<file path="config.mk">
export PLATFORM = sky130hd
export DESIGN_NAME = memory_port_arbiter_flat
export DESIGN_NICKNAME = d
export VERILOG_FILES = /design/src/rtl/memory_port_arbiter_pkg.sv /design/src/rtl/memory_port_arbiter_if.sv /design/src/rtl/memory_port_arbiter_priority_picker.sv /design/src/rtl/memory_port_arbiter.sv /design/src/flat_wrapper.sv
export SDC_FILE = /design/constraint.sdc
export NUM_CORES = 1
export LEC_CHECK = 0
export CAP_MARGIN = 30
export CORE_ASPECT_RATIO = 1.2
export CORE_MARGIN = 3
export CORE_UTILIZATION = 44
export DETAILED_ROUTE_END_ITERATION = 10
export PLACE_DENSITY = 0.72
export SYNTH_ARGS = -nofsm -noshare
export SYNTH_HDL_FRONTEND = slang
export SYNTH_SLANG_ARGS = --single-unit
export TNS_END_PERCENT = 5
</file>
<file path="constraint.sdc">
create_clock -name clk_i -period 4.7 [get_ports clk_i]
set_input_delay 0.705 -clock clk_i [delete_from_list [all_inputs] [get_ports clk_i]]
set_output_delay 0.705 -clock clk_i [all_outputs]
set_load 0.02 [all_outputs]
</file>
<file path="src/rtl/memory_port_arbiter_pkg.sv">
// rtl/memory_port_arbiter_pkg.sv - shared types for the single-port memory arbiter
package arbiter_pkg;

    localparam int CMD_ADDR_BITS = 12;

    typedef enum logic [1:0] {
        PORT_FETCH = 2'd0,
        PORT_LOAD  = 2'd1,
        PORT_STORE = 2'd2
    } port_id_t;

    typedef struct packed {
        logic                     en;
        logic                     we;
        logic [CMD_ADDR_BITS-1:0] addr;
        logic [31:0]              wdata;
        logic [3:0]               strobe;
    } mem_cmd_t;

endpackage

</file>
<file path="src/rtl/memory_port_arbiter_if.sv">
// rtl/memory_port_arbiter_if.sv - requester and memory-side signal bundle
interface memory_port_arbiter_if #(
    parameter int ADDR_BITS = 12
);
    logic                 fetch_req_i;
    logic [ADDR_BITS-1:0] fetch_addr_i;
    logic                 fetch_inv_i;
    logic                 fetch_valid_o;
    logic [31:0]          fetch_data_o;
    logic                 fetch_busy_o;

    logic                 load_req_i;
    logic [ADDR_BITS-1:0] load_addr_i;
    logic                 load_inv_i;
    logic                 load_done_o;
    logic [31:0]          load_data_o;
    logic                 load_busy_o;

    logic                 store_req_i;
    logic [ADDR_BITS-1:0] store_addr_i;
    logic [31:0]          store_data_i;
    logic [3:0]           store_strobe_i;
    logic                 store_done_o;
    logic                 store_busy_o;

    logic                 mem_en_o;
    logic                 mem_we_o;
    logic [ADDR_BITS-1:0] mem_addr_o;
    logic [31:0]          mem_wdata_o;
    logic [3:0]           mem_strobe_o;
    logic [31:0]          mem_rdata_i;

    modport slave (
        input  fetch_req_i, fetch_addr_i, fetch_inv_i,
        output fetch_valid_o, fetch_data_o, fetch_busy_o,
        input  load_req_i, load_addr_i, load_inv_i,
        output load_done_o, load_data_o, load_busy_o,
        input  store_req_i, store_addr_i, store_data_i, store_strobe_i,
        output store_done_o, store_busy_o,
        output mem_en_o, mem_we_o, mem_addr_o, mem_wdata_o, mem_strobe_o,
        input  mem_rdata_i
    );

    modport master (
        output fetch_req_i, fetch_addr_i, fetch_inv_i,
        input  fetch_valid_o, fetch_data_o, fetch_busy_o,
        output load_req_i, load_addr_i, load_inv_i,
        input  load_done_o, load_data_o, load_busy_o,
        output store_req_i, store_addr_i, store_data_i, store_strobe_i,
        input  store_done_o, store_busy_o,
        input  mem_en_o, mem_we_o, mem_addr_o, mem_wdata_o, mem_strobe_o,
        output mem_rdata_i
    );
endinterface

</file>
<file path="src/rtl/memory_port_arbiter_priority_picker.sv">
// rtl/memory_port_arbiter_priority_picker.sv - store > load > fetch with starvation override
module priority_picker
    import arbiter_pkg::*;
(
    input  logic     fetch_v,
    input  logic     load_v,
    input  logic     store_v,
    input  logic     force_fetch,
    output logic     grant_v,
    output port_id_t grant_port
);
    always_comb begin
        grant_v    = fetch_v | load_v | store_v;
        grant_port = PORT_FETCH;
        if (force_fetch && fetch_v) begin
            grant_port = PORT_FETCH;
        end else if (store_v) begin
            grant_port = PORT_STORE;
        end else if (load_v) begin
            grant_port = PORT_LOAD;
        end
    end
endmodule

</file>
<file path="src/rtl/memory_port_arbiter.sv">
// rtl/memory_port_arbiter.sv - shares one single-port memory bank between fetch, load and store
module memory_port_arbiter
    import arbiter_pkg::*;
#(
    parameter int ADDR_BITS    = 12,
    parameter int STARVE_LIMIT = 4
) (
    input  logic                  clk_i,
    input  logic                  rst_n_i,
    memory_port_arbiter_if.slave  bus
);
    if (STARVE_LIMIT < 1 || STARVE_LIMIT > 15) begin : g_limit_chk
        $error("STARVE_LIMIT must be within 1..15");
    end
    if (ADDR_BITS != CMD_ADDR_BITS) begin : g_addr_chk
        $error("ADDR_BITS must match arbiter_pkg::CMD_ADDR_BITS");
    end

    logic                 f_pv, l_pv, s_pv;
    logic [ADDR_BITS-1:0] f_addr, l_addr, s_addr;
    logic [31:0]          s_data;
    logic [3:0]           s_strb;
    logic [3:0]           starve_cnt;
    mem_cmd_t             cmd_q;
    port_id_t             cmd_port, tag_port;
    logic                 cmd_live, tag_v;
    logic [31:0]          f_data_q, l_data_q;

    logic     grant_v, grant_f, grant_l, grant_s, grant_kill, cmd_kill;
    logic     f_acc, l_acc, s_acc;
    logic     f_hit, l_hit, s_hit;
    port_id_t grant_port;

    priority_picker u_pick (
        .fetch_v     (f_pv),
        .load_v      (l_pv),
        .store_v     (s_pv),
        .force_fetch (starve_cnt >= 4'(STARVE_LIMIT)),
        .grant_v     (grant_v),
        .grant_port  (grant_port)
    );

    assign grant_f = grant_v && grant_port == PORT_FETCH;
    assign grant_l = grant_v && grant_port == PORT_LOAD;
    assign grant_s = grant_v && grant_port == PORT_STORE;

    // Busy spans pending, command and response stages of the port.
    assign bus.fetch_busy_o = f_pv | (cmd_live && cmd_port == PORT_FETCH) | (tag_v && tag_port == PORT_FETCH);
    assign bus.load_busy_o  = l_pv | (cmd_live && cmd_port == PORT_LOAD)  | (tag_v && tag_port == PORT_LOAD);
    assign bus.store_busy_o = s_pv | (cmd_live && cmd_port == PORT_STORE) | (tag_v && tag_port == PORT_STORE);

    // An invalidate frees the port, so a same-cycle request replaces the old one.
    assign f_acc = bus.fetch_req_i && (!bus.fetch_busy_o || bus.fetch_inv_i);
    assign l_acc = bus.load_req_i  && (!bus.load_busy_o  || bus.load_inv_i);
    assign s_acc = bus.store_req_i && !bus.store_busy_o;

    assign grant_kill = (grant_port == PORT_FETCH && bus.fetch_inv_i) || (grant_port == PORT_LOAD && bus.load_inv_i);
    assign cmd_kill   = (cmd_port == PORT_FETCH && bus.fetch_inv_i) || (cmd_port == PORT_LOAD && bus.load_inv_i);

    always_ff @(posedge clk_i or negedge rst_n_i) begin
        if (!rst_n_i) begin
            f_pv <= 1'b0; f_addr <= '0;
            l_pv <= 1'b0; l_addr <= '0;
            s_pv <= 1'b0; s_addr <= '0; s_data <= '0; s_strb <= '0;
        end else begin
            if (f_acc) begin
                f_pv <= 1'b1; f_addr <= bus.fetch_addr_i;
            end else if (bus.fetch_inv_i || grant_f) begin
                f_pv <= 1'b0;
            end
            if (l_acc) begin
                l_pv <= 1'b1; l_addr <= bus.load_addr_i;
            end else if (bus.load_inv_i || grant_l) begin
                l_pv <= 1'b0;
            end
            if (s_acc) begin
                s_pv <= 1'b1; s_addr <= bus.store_addr_i;
                s_data <= bus.store_data_i; s_strb <= bus.store_strobe_i;
            end else if (grant_s) begin
                s_pv <= 1'b0;
            end
        end
    end

    always_ff @(posedge clk_i or negedge rst_n_i) begin
        if (!rst_n_i) begin
            starve_cnt <= '0;
        end else if (grant_f || bus.fetch_inv_i) begin
            starve_cnt <= '0;
        end else if (f_pv && grant_v && starve_cnt != 4'hF) begin
            starve_cnt <= starve_cnt + 4'd1;
        end
    end

    // A killed grant still reads memory; only the response is suppressed.
    always_ff @(posedge clk_i or negedge rst_n_i) begin
        if (!rst_n_i) begin
            cmd_q    <= '0;
            cmd_port <= PORT_FETCH;
            cmd_live <= 1'b0;
            tag_v    <= 1'b0;
            tag_port <= PORT_FETCH;
        end else begin
            cmd_q.en     <= grant_v;
            cmd_q.we     <= grant_s;
            cmd_q.addr   <= grant_s ? s_addr : grant_l ? l_addr : f_addr;
            cmd_q.wdata  <= s_data;
            cmd_q.strobe <= grant_s ? s_strb : 4'b0000;
            cmd_port     <= grant_port;
            cmd_live     <= grant_v && !grant_kill;
            tag_v        <= cmd_live && !cmd_kill;
            tag_port     <= cmd_port;
        end
    end

    assign f_hit = tag_v && tag_port == PORT_FETCH;
    assign l_hit = tag_v && tag_port == PORT_LOAD;
    assign s_hit = tag_v && tag_port == PORT_STORE;

    always_ff @(posedge clk_i or negedge rst_n_i) begin
        if (!rst_n_i) begin
            f_data_q <= '0;
            l_data_q <= '0;
        end else begin
            if (f_hit) f_data_q <= bus.mem_rdata_i;
            if (l_hit) l_data_q <= bus.mem_rdata_i;
        end
    end

    assign bus.fetch_valid_o = f_hit;
    assign bus.load_done_o   = l_hit;
    assign bus.store_done_o  = s_hit;
    assign bus.fetch_data_o  = f_hit ? bus.mem_rdata_i : f_data_q;
    assign bus.load_data_o   = l_hit ? bus.mem_rdata_i : l_data_q;

    assign bus.mem_en_o     = cmd_q.en;
    assign bus.mem_we_o     = cmd_q.we;
    assign bus.mem_addr_o   = cmd_q.addr;
    assign bus.mem_wdata_o  = cmd_q.wdata;
    assign bus.mem_strobe_o = cmd_q.strobe;

    a_fetch_req_busy: assert property (@(posedge clk_i) disable iff (!rst_n_i)
        !(bus.fetch_req_i && bus.fetch_busy_o && !bus.fetch_inv_i))
        else $warning("fetch request while busy ignored");
    a_load_req_busy: assert property (@(posedge clk_i) disable iff (!rst_n_i)
        !(bus.load_req_i && bus.load_busy_o && !bus.load_inv_i))
        else $warning("load request while busy ignored");
    a_store_req_busy: assert property (@(posedge clk_i) disable iff (!rst_n_i)
        !(bus.store_req_i && bus.store_busy_o))
        else $warning("store request while busy ignored");
endmodule

</file>
<file path="src/flat_wrapper.sv">
// flat-port wrapper written by rule: the top's interface ports become plain ports
module memory_port_arbiter_flat import arbiter_pkg::*;
#(
    parameter int ADDR_BITS    = 12,
    parameter int STARVE_LIMIT = 4
)
  (clk_i, rst_n_i, bus_fetch_req_i, bus_fetch_addr_i, bus_fetch_inv_i, bus_fetch_valid_o, bus_fetch_data_o, bus_fetch_busy_o, bus_load_req_i, bus_load_addr_i, bus_load_inv_i, bus_load_done_o, bus_load_data_o, bus_load_busy_o, bus_store_req_i, bus_store_addr_i, bus_store_data_i, bus_store_strobe_i, bus_store_done_o, bus_store_busy_o, bus_mem_en_o, bus_mem_we_o, bus_mem_addr_o, bus_mem_wdata_o, bus_mem_strobe_o, bus_mem_rdata_i);
  memory_port_arbiter_if #(.ADDR_BITS(ADDR_BITS)) bus_i ();
  input  logic clk_i;
  input  logic rst_n_i;
  input wire logic [$bits(bus_i.fetch_req_i)-1:0] bus_fetch_req_i;
  input wire logic [$bits(bus_i.fetch_addr_i)-1:0] bus_fetch_addr_i;
  input wire logic [$bits(bus_i.fetch_inv_i)-1:0] bus_fetch_inv_i;
  output wire logic [$bits(bus_i.fetch_valid_o)-1:0] bus_fetch_valid_o;
  output wire logic [$bits(bus_i.fetch_data_o)-1:0] bus_fetch_data_o;
  output wire logic [$bits(bus_i.fetch_busy_o)-1:0] bus_fetch_busy_o;
  input wire logic [$bits(bus_i.load_req_i)-1:0] bus_load_req_i;
  input wire logic [$bits(bus_i.load_addr_i)-1:0] bus_load_addr_i;
  input wire logic [$bits(bus_i.load_inv_i)-1:0] bus_load_inv_i;
  output wire logic [$bits(bus_i.load_done_o)-1:0] bus_load_done_o;
  output wire logic [$bits(bus_i.load_data_o)-1:0] bus_load_data_o;
  output wire logic [$bits(bus_i.load_busy_o)-1:0] bus_load_busy_o;
  input wire logic [$bits(bus_i.store_req_i)-1:0] bus_store_req_i;
  input wire logic [$bits(bus_i.store_addr_i)-1:0] bus_store_addr_i;
  input wire logic [$bits(bus_i.store_data_i)-1:0] bus_store_data_i;
  input wire logic [$bits(bus_i.store_strobe_i)-1:0] bus_store_strobe_i;
  output wire logic [$bits(bus_i.store_done_o)-1:0] bus_store_done_o;
  output wire logic [$bits(bus_i.store_busy_o)-1:0] bus_store_busy_o;
  output wire logic [$bits(bus_i.mem_en_o)-1:0] bus_mem_en_o;
  output wire logic [$bits(bus_i.mem_we_o)-1:0] bus_mem_we_o;
  output wire logic [$bits(bus_i.mem_addr_o)-1:0] bus_mem_addr_o;
  output wire logic [$bits(bus_i.mem_wdata_o)-1:0] bus_mem_wdata_o;
  output wire logic [$bits(bus_i.mem_strobe_o)-1:0] bus_mem_strobe_o;
  input wire logic [$bits(bus_i.mem_rdata_i)-1:0] bus_mem_rdata_i;
  assign bus_i.fetch_req_i = bus_fetch_req_i;
  assign bus_i.fetch_addr_i = bus_fetch_addr_i;
  assign bus_i.fetch_inv_i = bus_fetch_inv_i;
  assign bus_fetch_valid_o = bus_i.fetch_valid_o;
  assign bus_fetch_data_o = bus_i.fetch_data_o;
  assign bus_fetch_busy_o = bus_i.fetch_busy_o;
  assign bus_i.load_req_i = bus_load_req_i;
  assign bus_i.load_addr_i = bus_load_addr_i;
  assign bus_i.load_inv_i = bus_load_inv_i;
  assign bus_load_done_o = bus_i.load_done_o;
  assign bus_load_data_o = bus_i.load_data_o;
  assign bus_load_busy_o = bus_i.load_busy_o;
  assign bus_i.store_req_i = bus_store_req_i;
  assign bus_i.store_addr_i = bus_store_addr_i;
  assign bus_i.store_data_i = bus_store_data_i;
  assign bus_i.store_strobe_i = bus_store_strobe_i;
  assign bus_store_done_o = bus_i.store_done_o;
  assign bus_store_busy_o = bus_i.store_busy_o;
  assign bus_mem_en_o = bus_i.mem_en_o;
  assign bus_mem_we_o = bus_i.mem_we_o;
  assign bus_mem_addr_o = bus_i.mem_addr_o;
  assign bus_mem_wdata_o = bus_i.mem_wdata_o;
  assign bus_mem_strobe_o = bus_i.mem_strobe_o;
  assign bus_i.mem_rdata_i = bus_mem_rdata_i;
  memory_port_arbiter #(.ADDR_BITS(ADDR_BITS), .STARVE_LIMIT(STARVE_LIMIT)) u_core (.clk_i(clk_i), .rst_n_i(rst_n_i), .bus(bus_i));
endmodule
</file>
# --- Word level (Yosys, flattened, before mapping) ---
# Index checks and enable logic that the tools add are counted.
word_totals:
  register_bits: 199
  inputBits: 111
  output_inout_bits: 120
  wordCells: 92
classes:
  n_addsub: 1
  order_cmp: 1
  eq_ne: 7
  muxes: 16
  bitwise: 8
  reduce_logical: 39
op_table:
  columns: ["cell", "count"]
  rows:
  - ["two-way mux 32 bit", 2]
  - ["two-way mux 12 bit", 2]
  - ["logical AND 1 bit", 21]
  - ["two-way mux 4 bit", 3]
  - ["bitwise OR 1 bit", 8]
  - ["nonzero test 2 bit", 4]
  - ["two-way mux 1 bit", 7]
  - ["== test 2 x 1 -> 1 bit, second input constant", 3]
  - ["== test 2 bit, second input constant", 3]
  - ["zero test 2 bit", 3]
  - ["logical OR 1 bit", 6]
  - ["zero test 1 bit", 5]
  - ["adder 4 x 1 -> 4 bit, second input constant", 1]
  - ["greater-or-equal comparator 4 x 3 -> 1 bit, second input constant", 1]
  - ["two-way mux 2 bit", 2]
  - ["!= test 4 bit, second input constant", 1]

# --- Longest topological paths before layout ---
logic_depth:
  depth_word: 8
  ltp_mapped: 6
  depth_no_buf: 4

# --- Hierarchy ---
# From an unflattened synthesis, not the netlist that was laid out.
unflattened:
  hier_cells: 654
  hier_area_um2: 7926.4
by_module_without_submodules:
  columns: ["module", "n_inst", "cells_per_inst", "area_each_um2", "seq_area_each_um2"]
  rows:
  - ["memory_port_arbiter", 1, 650, 7901.3, 4979.8]
  - ["priority_picker", 1, 4, 25.0, 0.0]

# --- Worst setup path after synthesis ---
# Ideal clock, no wire load.
synth_timing:
  kind: "register to output"
  from: "reg u_core.tag_port[1]"
  to: "out bus_fetch_data_o[24]"
  arrival_time_ps: 1446
  required_ps: 3995
  setup_slack_ps: 2549
  stages_incl_launch_ff: 5
  n_path_buf: 2
  path_cell_list: "dfrtp_1 nor3b_2 buf_2 buf_2 mux2_2"
synth_via:
  elab_chain_len: 3
synth_lines:
  columns: ["element", "line", "text"]
  rows:
  - ["from (decl)", "memory_port_arbiter.sv:25", "port_id_t cmd_port, tag_port;"]
  - ["from (signal assigned)", "memory_port_arbiter.sv:112", "tag_port <= cmd_port;"]
  - ["zero test 2 bit", "memory_port_arbiter.sv:116", "assign f_hit = tag_v && tag_port == PORT_FETCH;"]
  - ["logical AND 1 bit", "memory_port_arbiter.sv:116", null]
  - ["two-way mux 32 bit", "memory_port_arbiter.sv:133", "assign bus.fetch_data_o = f_hit ? bus.mem_rdata_i : f_data_q;"]
  - ["to (decl)", "flat_wrapper.sv:15", "output wire logic [$bits(bus_i.fetch_data_o)-1:0] bus_fetch_data_o;"]
# No other way between the ends.

# --- Final worst setup path ---
layout_timing:
  from: "reg u_core.tag_port[1]"
  to: "out bus_load_busy_o"
layout_via:
  elab_chain_len: 3
layout_lines:
  columns: ["element", "line", "text"]
  rows:
  - ["== test 2 x 1 -> 1 bit", "memory_port_arbiter.sv:49", "assign bus.load_busy_o = l_pv | (cmd_live && cmd_port == PORT_LOAD) | (tag_v && tag_port == PORT_LOAD);"]
  - ["logical AND 1 bit", "memory_port_arbiter.sv:49", null]
  - ["bitwise OR 1 bit", "memory_port_arbiter.sv:49", null]
  - ["to (decl)", "flat_wrapper.sv:22", "output wire logic [$bits(bus_i.load_busy_o)-1:0] bus_load_busy_o;"]
# No other way between the ends.

==> metrics <==
Overall Global Routing Usage=21.8%; drc violations=0; first-pass GRT wire length=33900 microns; Critical-path top delay cell=sky130_fd_sc_hd__inv_2; switching share of power=37.2%; relative area change from synthesis to final layout=38.9%; status=complete, no violations; Setup-failing EPs final=0; number of instances resized during post-cts repair=0; instance count on the critical path=5; Initial Util=45.0%; depth of the most critical reg-to-reg path=4; number of optimization iterations in the first detailed-route pass=5; sequential cell area=4980 sq um; endpoint of the lowest-slack register-to-register path=u_core.bus.mem_addr_o[2]; Worst Path Max Fanout=58; leakage power total=0.00474 uW; type of the setup path with the least slack=reg2out; sequential share of the synthesized area=63.0%; Critical R2R Launch=u_core.f_pv; Post-Syn Area per Cell=12.3 sq um; post-layout total power=7890 uW; Layout Nets=966; sum of net half-perimeters after detailed placement=14900 microns; worst stage delay on the critical path=0.75 ns; Final Core Density=62.5%; Reg power frac=37.6%; clock tree from TritonCTS=done; detail-routed net length per standard cell=19.5 microns; pwr/cell area=718 nW/um^2; Root Buffer=sky130_fd_sc_hd__clkbuf_16; final-layout fill cell count=1386; worst supply voltage drop on vdd=0.296 mV; post-synth design cell area=7910 sq um; Clock Tree Buf Depth=2; prevailing post-synth register cell=sky130_fd_sc_hd__dfrtp_1; count of distinct cell types in the synthesized netlist=40; Critical path destination=bus_load_busy_o; H-tree Lvls=4; via count of the first global-routing pass=6271; launching element of the worst setup path=u_core.tag_port[1]; Worst Clk Skew=0.0165 ns; insertion delay to the later sink of the worst-skew pair=0.44 ns; number of flops mapped to enable cells by yosys=0; Die Width=128 microns; non-filler cells, final=1087; die boundary height=153 microns; total number of vias=6012; most frequent standard cell in the layout excluding fill and tap cells=sky130_fd_sc_hd__clkdlybuf4s50_1; cells traversed along the worst timing path=nand3b_2 > buf_4 > inv_2 > or3_1 > clkdlybuf4s50_1; Antenna Nets Post-Route=0; Combinational Power Share=43.6%; Yosys top cell by area=sky130_fd_sc_hd__dfrtp_1; Worst Setup Start Kind=flop; internal power summed over all cells=4950 uW; share of cells above drive strength 1=13.5%; final setup TNS=0 ns; CP endpoint kind=output pin; highest clock frequency the design can meet=272 MHz; Switching Power=2930 uW; required time at the endpoint of the critical path=3.99 ns; number of endpoints with negative hold slack in the final report=0; WP data arrival=2.97 ns; TritonCTS sink count=199; max-slew violation count=0; CTS Buf Count=17; combined area of the multi-input logic cells=2700 sq um; most used cells in the layout excluding fill and tap cells=sky130_fd_sc_hd__clkdlybuf4s50_1, sky130_fd_sc_hd__dfrtp_1, sky130_fd_sc_hd__nand2_1; global placer's final weighted congestion=0.781; number of placed instances, taps included=1055; buffer count from post-CTS setup fixing=0; nets in the synthesized netlist=756; vias per cell=5.53; transition time at the pin with the least slew margin=1.03 ns; number of antenna violations at the first check in global routing=0; cell type group with the largest total delay on the critical path=buffers and inverters; number of hold buffers added after CTS=0; part of the cycle the worst path needs=78.3%; share of the synthesized area in the top cell type=63.0%; worst-case headroom to the max-slew limit=31.0%; Boundary Pins=231; placeable core region=17600 sq um; number of warnings issued by yosys=0; top cells by area, synth=sky130_fd_sc_hd__dfrtp_1, sky130_fd_sc_hd__mux2_2, sky130_fd_sc_hd__nand2_1; number of antenna diodes=0; sum of routed wire length over all layers=21100 microns; maximum number of pins on one net before global-route repair=118; site row count=53; clock share of power=18.9%; number of standard cells after synthesis=644; R2R setup slack=2.37 ns; Total Die Area=19600 sq um; DRC violation total after the first TritonRoute iteration=602; unrepaired setup endpoints after global routing=no; clock-pin slew on the worst setup and hold paths=0.08 ns; #FFs+latches synth=199; share of flip-flops with an asynchronous set or reset=100%; final critical path time including I/O delays and setup=3.68 ns; CP bufs+invs=3; PortBufs=230; max-cap violations=0; Overflow after GRT=0; HP Class=reg2reg
## worst min path at each step
| stage | end | slack (ns) | startpoint | depth (start not counted) |
|---|---|---|---|---|
| floorplan | u_core.bus.mem_wdata_o[0] | 0.35 | u_core.s_data[0] | 0 |
| global placement | u_core.bus.mem_wdata_o[22] | 0.35 | u_core.s_data[22] | 0 |
| detailed placement | u_core.bus.mem_wdata_o[17] | 0.36 | u_core.s_data[17] | 0 |
| CTS | u_core.bus.mem_wdata_o[27] | 0.38 | u_core.s_data[27] | 0 |
| global route | u_core.bus.mem_wdata_o[31] | 0.39 | u_core.s_data[31] | 0 |
| finish | u_core.bus.mem_wdata_o[5] | 0.38 | u_core.s_data[5] | 0 |
## synth_stat cells, types with 3 or more instances
| master | number |
|---|---|
| sky130_fd_sc_hd__a21oi_1 | 3 |
| sky130_fd_sc_hd__a221o_1 | 12 |
| sky130_fd_sc_hd__a222oi_1 | 24 |
| sky130_fd_sc_hd__and3_1 | 18 |
| sky130_fd_sc_hd__buf_2 | 15 |
| sky130_fd_sc_hd__buf_4 | 4 |
| sky130_fd_sc_hd__clkbuf_1 | 27 |
| sky130_fd_sc_hd__dfrtp_1 | 199 |
| sky130_fd_sc_hd__inv_1 | 7 |
| sky130_fd_sc_hd__mux2_1 | 9 |
| sky130_fd_sc_hd__mux2_2 | 71 |
| sky130_fd_sc_hd__nand2_1 | 122 |
| sky130_fd_sc_hd__nand3_1 | 25 |
| sky130_fd_sc_hd__nand3b_1 | 3 |
| sky130_fd_sc_hd__nor2b_1 | 24 |
| sky130_fd_sc_hd__o21ai_0 | 27 |
| sky130_fd_sc_hd__or3_1 | 3 |
| sky130_fd_sc_hd__or4_1 | 24 |
## area by class of cell
type	instances	share of cell area, %
flip-flops and latches	199	45.4
repair buffers	237	21.6
clock buffers	17	3.87
multi-input cells	391	24.6
inverters	8	0.273
well taps	220	2.51
clock inverters	15	1.83
## per-layer routing
metal / global-route usage [%] / vias to the layer above / wire [microns]
li1: - / 2718 / -
met1: 26.6 / 3021 / 8140
met2: 38.0 / 239 / 11100
met3: 5.38 / 34 / 1430
met4: 6.83 / 0 / 470
met5: 0 / - / 0
## flip-flops by register name, summed over array words and instances, names as in the netlist, 2 cells and up
signal / cells
u_core.bus.mem_strobe_o: 4
u_core.f_addr: 12
u_core.bus.mem_wdata_o: 32
u_core.starve_cnt: 4
u_core.l_addr: 12
u_core.f_data_q: 32
u_core.s_data: 32
u_core.s_strb: 4
u_core.bus.mem_addr_o: 12
u_core.s_addr: 12
u_core.l_data_q: 32
u_core.tag_port: 2
u_core.cmd_port: 2
## power by group through the flow
stage	Sequential (uW)	Clock, uW	Combinational, uW
6_report	2960	1490	3440
5_1_grt	3050	1590	3680
4_1_cts	2970	1520	3480
3_5_place_dp	2990	0	3470
3_3_place_gp	2930	0	3370
2_1_floorplan	3080	0	1720
## through the flow
| step | area (sq um) | hold WS (ns) | setup WS (ns) |
|---|---|---|---|
| CTS | 11000 | 0.377 | 0.978 |
| floorplan | 7910 | 0.349 | 2.55 |
| finish | 11000 | 0.375 | 1.02 |
| global route | 11000 | 0.386 | 0.809 |
| detailed placement | 10400 | 0.357 | 1.47 |
| global placement | 10400 | 0.352 | 1.51 |
## logic make-up after synthesis
family,synth area share [%]
AO/OA/AOI/OAI,7.48
adder cells (fa/ha/maj),0.158
buffers and inverters,2.99
flip-flops,63.0
multiplexers,11.5
AND/OR/NAND/NOR,14.9
Note: power is estimated with default switching activity, not from simulation.
